===== src/rtl/response_arbiter.sv =====
// Response arbiter: one command unit owns the response path; its words and trailer go into a FWFT FIFO.
// Push-to-out_valid latency 1 cycle; out_ready backpressure gates rsp_room/grants, and a push into a full FIFO is dropped.

module response_arbiter_fifo #(
    parameter int W     = 33,
    parameter int DEPTH = 64
) (
    input  logic                   clk,
    input  logic                   rst_n,
    input  logic                   push_vld,
    input  logic [W-1:0]           push_dat,
    input  logic                   pop_rdy,
    output logic [W-1:0]           head_dat,
    output logic                   empty,
    output logic                   full,
    output logic [$clog2(DEPTH):0] count
);
    localparam int AW = $clog2(DEPTH);

    logic [W-1:0]  mem_q [DEPTH];
    logic [AW-1:0] wr_ptr_q;
    logic [AW-1:0] rd_ptr_q;
    logic [AW:0]   count_q;
    logic          do_push;
    logic          do_pop;

    assign empty    = (count_q == '0);
    assign full     = (count_q == (AW+1)'(DEPTH));
    assign do_pop   = pop_rdy && !empty;
    // A full FIFO still accepts a push when the head leaves in the same cycle.
    assign do_push  = push_vld && (!full || do_pop);
    assign head_dat = empty ? '0 : mem_q[rd_ptr_q];
    assign count    = count_q;

    always_ff @(posedge clk) begin
        if (do_push) begin
            mem_q[wr_ptr_q] <= push_dat;
        end
    end

    always_ff @(posedge clk or negedge rst_n) begin
        if (!rst_n) begin
            wr_ptr_q <= '0;
            rd_ptr_q <= '0;
            count_q  <= '0;
        end else begin
            if (do_push) begin
                wr_ptr_q <= wr_ptr_q + AW'(1);
            end
            if (do_pop) begin
                rd_ptr_q <= rd_ptr_q + AW'(1);
            end
            count_q <= count_q + (AW+1)'(do_push) - (AW+1)'(do_pop);
        end
    end
endmodule

module response_arbiter #(
    parameter int NUNITS        = 4,
    parameter int FIFO_DEPTH    = 64,
    parameter int MAX_RSP_WORDS = 8
) (
    input  logic                      clk,
    input  logic                      rst_n,
    input  logic                      cmd_start,
    input  logic [$clog2(NUNITS)-1:0] cmd_unit,
    output logic                      rsp_room,
    input  logic [NUNITS*33-1:0]      unit_param_data,
    input  logic [NUNITS-1:0]         unit_param_write,
    input  logic [NUNITS-1:0]         unit_cmd_done,
    input  logic [NUNITS-1:0]         unit_invol_req,
    output logic [NUNITS-1:0]         unit_invol_grant,
    output logic [32:0]               out_data,
    output logic                      out_valid,
    input  logic                      out_ready,
    output logic                      busy,
    output logic                      err
);
    localparam int UW = $clog2(NUNITS);
    localparam int CW = $clog2(FIFO_DEPTH) + 1;
    localparam logic [UW:0]   NU_C    = (UW+1)'(NUNITS);
    localparam logic [CW-1:0] DEPTH_C = CW'(FIFO_DEPTH);
    localparam logic [CW-1:0] MAXW_C  = CW'(MAX_RSP_WORDS);

    typedef enum logic [1:0] {
        S_IDLE  = 2'd0,
        S_CMD   = 2'd1,
        S_INVOL = 2'd2
    } state_t;

    state_t            state_q, state_d;
    logic [UW-1:0]     owner_q, owner_d;
    logic [UW-1:0]     rr_q, rr_d;
    logic [7:0]        len_q, len_d;
    logic [NUNITS-1:0] grant_q, grant_d;
    logic              err_q, err_d;

    logic [31:0]       pdata [NUNITS];
    logic [NUNITS-1:0] pdata_msbs;
    logic              unused_pdata_msbs;

    logic              push_vld;
    logic [32:0]       push_dat;
    logic              fifo_empty;
    logic              fifo_full;
    logic [CW-1:0]     fifo_count;
    logic [CW-1:0]     fifo_free;

    logic [NUNITS-1:0] owner_oh;
    logic              own_wr;
    logic              own_done;
    logic [31:0]       own_data;

    logic              rr_found;
    logic [UW-1:0]     rr_win;
    logic [UW:0]       rr_sum;
    logic [UW:0]       rr_next;

    for (genvar i = 0; i < NUNITS; i++) begin : g_unpack
        assign pdata[i]      = unit_param_data[i*33 +: 32];
        assign pdata_msbs[i] = unit_param_data[i*33 + 32];
    end
    // Bit 32 of each unit's param_data carries nothing the response path needs.
    assign unused_pdata_msbs = ^pdata_msbs;

    assign owner_oh  = NUNITS'(1) << owner_q;
    assign own_wr    = unit_param_write[owner_q];
    assign own_done  = unit_cmd_done[owner_q];
    assign own_data  = pdata[owner_q];
    assign fifo_free = DEPTH_C - fifo_count;
    assign rsp_room  = (state_q == S_IDLE) && (fifo_free >= MAXW_C);

    // Round-robin search starting at rr_q, wrapping modulo NUNITS.
    always_comb begin
        rr_found = 1'b0;
        rr_win   = '0;
        rr_sum   = '0;
        for (int k = 0; k < NUNITS; k++) begin
            rr_sum = {1'b0, rr_q} + (UW+1)'(k);
            if (rr_sum >= NU_C) begin
                rr_sum = rr_sum - NU_C;
            end
            if (!rr_found && unit_invol_req[rr_sum[UW-1:0]]) begin
                rr_found = 1'b1;
                rr_win   = rr_sum[UW-1:0];
            end
        end
        rr_next = {1'b0, rr_win} + (UW+1)'(1);
        if (rr_next >= NU_C) begin
            rr_next = '0;
        end
    end

    always_comb begin
        state_d  = state_q;
        owner_d  = owner_q;
        rr_d     = rr_q;
        len_d    = len_q;
        grant_d  = '0;
        err_d    = err_q;
        push_vld = 1'b0;
        push_dat = '0;
        case (state_q)
            S_IDLE: begin
                if ((|unit_param_write) || (|unit_cmd_done)) begin
                    err_d = 1'b1;
                end
                if (cmd_start) begin
                    state_d = S_CMD;
                    owner_d = cmd_unit;
                    if (!rsp_room) begin
                        err_d = 1'b1;
                    end
                end else if (rsp_room && rr_found) begin
                    state_d = S_INVOL;
                    owner_d = rr_win;
                    rr_d    = rr_next[UW-1:0];
                    grant_d = NUNITS'(1) << rr_win;
                end
            end
            S_CMD, S_INVOL: begin
                if (((unit_param_write | unit_cmd_done) & ~owner_oh) != '0) begin
                    err_d = 1'b1;
                end
                if (own_done) begin
                    // The trailer wins; a payload word in the same cycle is lost.
                    push_vld = 1'b1;
                    push_dat = {1'b1, len_q, own_data[23:0]};
                    len_d    = '0;
                    state_d  = S_IDLE;
                    if (own_wr) begin
                        err_d = 1'b1;
                    end
                end else if (own_wr) begin
                    push_vld = 1'b1;
                    push_dat = {1'b0, own_data};
                    if (len_q == 8'hFF) begin
                        err_d = 1'b1;
                    end else begin
                        len_d = len_q + 8'd1;
                    end
                end
            end
            default: begin
                state_d = S_IDLE;
            end
        endcase
        if (push_vld && fifo_full && !out_ready) begin
            err_d = 1'b1;
        end
    end

    always_ff @(posedge clk or negedge rst_n) begin
        if (!rst_n) begin
            state_q <= S_IDLE;
            owner_q <= '0;
            rr_q    <= '0;
            len_q   <= '0;
            grant_q <= '0;
            err_q   <= 1'b0;
        end else begin
            state_q <= state_d;
            owner_q <= owner_d;
            rr_q    <= rr_d;
            len_q   <= len_d;
            grant_q <= grant_d;
            err_q   <= err_d;
        end
    end

    response_arbiter_fifo #(
        .W     (33),
        .DEPTH (FIFO_DEPTH)
    ) u_fifo (
        .clk      (clk),
        .rst_n    (rst_n),
        .push_vld (push_vld),
        .push_dat (push_dat),
        .pop_rdy  (out_ready),
        .head_dat (out_data),
        .empty    (fifo_empty),
        .full     (fifo_full),
        .count    (fifo_count)
    );

    assign out_valid        = !fifo_empty;
    assign busy             = (state_q != S_IDLE);
    assign unit_invol_grant = grant_q;
    assign err              = err_q;
endmodule


===== config.mk =====
export PLATFORM = sky130hd
export DESIGN_NAME = response_arbiter
export DESIGN_NICKNAME = d
export VERILOG_FILES = /design/src/rtl/response_arbiter.sv
export SDC_FILE = /design/constraint.sdc
export NUM_CORES = 2
export LEC_CHECK = 0
export BUFFER_PORTS_ARGS = -buffer_cell sky130_fd_sc_hd__buf_2
export CORE_MARGIN = 2
export CORE_UTILIZATION = 65
export CTS_BUF_LIST = sky130_fd_sc_hd__clkbuf_8
export CTS_CLUSTER_DIAMETER = 50
export DETAILED_ROUTE_END_ITERATION = 12
export PLACE_DENSITY = 0.88
export SLEW_MARGIN = 10
export SYNTH_ARGS = -nofsm -noshare
export SYNTH_HDL_FRONTEND = slang
export SYNTH_HIERARCHICAL = 1
export SYNTH_SLANG_ARGS = --single-unit

===== constraint.sdc =====
create_clock -name clk -period 4.95 [get_ports clk]
set_input_delay 0 -clock clk [delete_from_list [all_inputs] [get_ports clk]]
set_output_delay 0 -clock clk [all_outputs]
set_load 0.005 [all_outputs]

==> reports/results.tsv <==
metric	value	unit
Leak	31.62	nW
register area	0.06439	mm²
Peak VDD IR	1.080	mV
uppermost layer routed	met5	
Mean Syn Cell Area	21.53	µm²
total negative slack	-5.118	ns
routed len/inst	38.41	µm
Layout area overhead	12.68	%
DRT antenna net count	0	
Starting DRT DRC Count	9031	
clk sink count	2150	
Worst setup SP type	flop	
sequential fraction of the synthesis area	0.7665	
measured slew at the worst slew-check pin	1.396	ns
DP Wirelength	130300	µm
DRT Pass-1 Iters	8	
effective utilization at floorplan	0.6569	
clk root buf	clkbuf_8	
share of cells above drive strength 1	0.2958	
post-synthesis async set-or-reset flop share	0.01767	
GP Congestion	0.8650	
min setup slack post-route	-0.1732	ns
Synth cell types	65	
met2 wire length	114800	µm
first-pass GRT wire length	337100	µm
Worst Hold Class	in -> reg	
Peak Freq	195.2	MHz
Ys Warns	6	
Max Cap Viol	0	
H-tree depth	5	
overflow left after global routing	0	
die area	0.1321	mm²
WP data arrival	5.82	ns
vias in the first global route	48252	
# nets final	4607	
initial antenna violation count	15	
# resized after CTS	0	
CP max FO	22	
slew margin rel.	0.06912	
TritonCTS Buffers	327	
Layout fillers	6037	
clk_skew	0.05765	ns
WL final	243500	µm
port bufs	186	
min Tclk post-route	5.123	ns
worst reg2reg setup slack	-0.17	ns
CTS tree	yes	
register bit count reported by yosys	2150	
CTS Buffer Depth	4	
Worst-Skew Late Latency	1.02	ns
WL met1	71850	µm
EDFF count, synth	2112	
RSZ-0062 raised after global routing	yes	
row count	131	
crit share post-route	1.035	
Die Wd	363.5	µm
multi-input logic area	0.01888	mm²
status	finished, violations left	
gr usage total	0.3654	
vias after detailed routing	47910	
Synth Instances	3900	
# IOs	191	
minimum hold slack	0.1414	ns
dominant synthesized flop cell	edfxtp_1	
Final Hold Fails	0	
syn_nets	4069	
number of remaining DRC errors	0	
Slew Limit Fails	0	
core area	0.1278	mm²
Worst EP required	5.65	ns
Clock transition at path regs	0.07	ns
Die Y	363.5	µm
largest net degree at the start of global routing	136	
pwr/cell area	605.7	mW/mm²
type of the worst setup path	reg -> reg	
wire length on met3	39490	µm
violated checks	negative setup slack	
Post-Syn Area	0.08399	mm²
Setup crit end kind	flop	
Setup violations, final	39	
pre-CTS WS	0.5996	ns
post-DR vias/cell	7.557	
-- timing repair --
item | in CTS | in global routing
hold endpoints to repair | 106 | 16
hold buffers | 45 | 2
setup buffers | 0 | 27
endpoints found under the setup margin | 0 | 321
-- cells in the final DEF (no fill, tap or decap), types with 10 or more instances in the layout --
master and n:
nand2_1 38, edfxtp_1 2112, xnor2_1 12, and2_4 15, nand3_1 17, nor2_1 23
a22o_1 19, inv_1 121, ha_1 18, a21oi_1 55, mux4_2 468, clkinv_2 39
buf_2 186, and2_2 10, mux2i_1 305, buf_4 169, a221oi_1 17, clkinv_1 73
clkbuf_8 335, o221ai_1 42, a211oi_1 73, o22ai_1 90, dfrtp_1 32, and2_1 10
nor2_4 64, dlygate4sd3_1 46, o21ai_0 79, buf_12 38, mux2_2 12
-- layer usage --
metal | vias up | GRT usage
met5 | - | 0
met4 | 14 | 0.2086
met3 | 1210 | 0.1232
met2 | 5493 | 0.5721
met1 | 23607 | 0.4517
li1 | 17586 | -
-- where the power goes --
group          switching [mW]  internal (mW)  total, mW
combinational            12.7           6.86       19.6
sequential              0.684           23.5       24.2
clock                    6.87           6.64       13.5
total                    20.3           37.0       57.3
-- flip-flops by register name (all words and copies together) (netlist names) --
name	cells
owner_q	2
u_fifo/mem_q	2112
unit_invol_grant	4
state_q	2
u_fifo/count	7
len_q	8
u_fifo/rd_ptr_q	6
rr_q	2
u_fifo/wr_ptr_q	6
err	1
-- final timing paths --
kind                                       to           startpoint  cells past startpoint
setup / recovery           u_fifo/mem_q[1][8]           owner_q[0]                     10
hold / removal                       len_q[7]  unit_param_write[3]                      5
setup reg to reg           u_fifo/mem_q[1][8]           owner_q[0]                     10
hold reg to reg               u_fifo/count[0]      u_fifo/count[0]                      1
max in group asynchronous  u_fifo/rd_ptr_q[0]                rst_n                      5
min in group asynchronous             rr_q[0]                rst_n                      5
-- worst max-delay path, stage by stage, from the launching register on --
cell	delay [ns]
dfrtp_2	0.44
mux4_2	0.40
dlygate4sd3_1	0.73
o21ai_1	0.17
inv_2	0.11
o21a_1	0.41
inv_1	0.25
nor2_1	0.28
nand2_1	0.62
nor2_4	1.05
buf_4	0.33
-- layout make-up --
type	instances	area share
repair buffers	439	0.03615
clock inverters	225	0.01190
flip-flops and latches	2150	0.6804
clock buffers	335	0.04872
well taps	1662	0.02197
inverters	28	0.001111
diodes	9	0.0002380
multi-input cells	1492	0.1995
-- kinds of logic (layout without fill, tap and decap cells) --
family | count (synthesis) | after routing | synth area share
DFF | 2150 | 2150 | 0.7665
muxes | 785 | 785 | 0.1635
AOI/OAI and AO/OA | 435 | 435 | 0.03561
buffers and inverters | 258 | 1027 | 0.01585
and+or+nand+nor | 237 | 237 | 0.01403
adders and majority gates | 19 | 19 | 0.002920
xor gates and xnor gates | 16 | 16 | 0.001669
other | 0 | 9 | 0
-- through the flow --
step                      power [mW]  area (µm²)    util  instances
after global routing           58.41       94620  0.7401       6333
after floorplan                35.87       83990       -       3900
after CTS                      56.36       94220  0.7370       6300
final                          57.32       94630  0.7402       6340
after detailed placement       42.66       88030  0.6885       5695
after global placement         41.67       88030  0.6885       5695
-- Yosys cell counts (5+ instances only) --
library cell	count	area share
buf_1	16	0.00072
a22o_1	19	0.0020
inv_1	27	0.0012
edfxtp_1	2112	0.76
a21oi_1	55	0.0033
dfrtp_1	38	0.011
nand4_1	6	0.00045
o22ai_1	90	0.0067
nor2b_1	12	0.00089
xnor2_1	12	0.0013
nand3b_1	5	0.00045
ha_1	18	0.0027
mux4_2	468	0.13
buf_6	17	0.0023
a32o_1	15	0.0018
nor2_1	87	0.0039
a221oi_1	17	0.0018
mux2i_1	305	0.036
nand2b_1	9	0.00067
buf_4	32	0.0029
a211oi_1	73	0.0065
and2_1	35	0.0026
o221ai_1	42	0.0044
nand3_1	18	0.0011
buf_2	74	0.0044
a2111oi_1	6	0.00072
o21ai_0	79	0.0047
clkbuf_1	89	0.0040
nand2_1	39	0.0017
a211o_1	6	0.00063
mux2_2	12	0.0016
(Power assumes the default switching activity.)
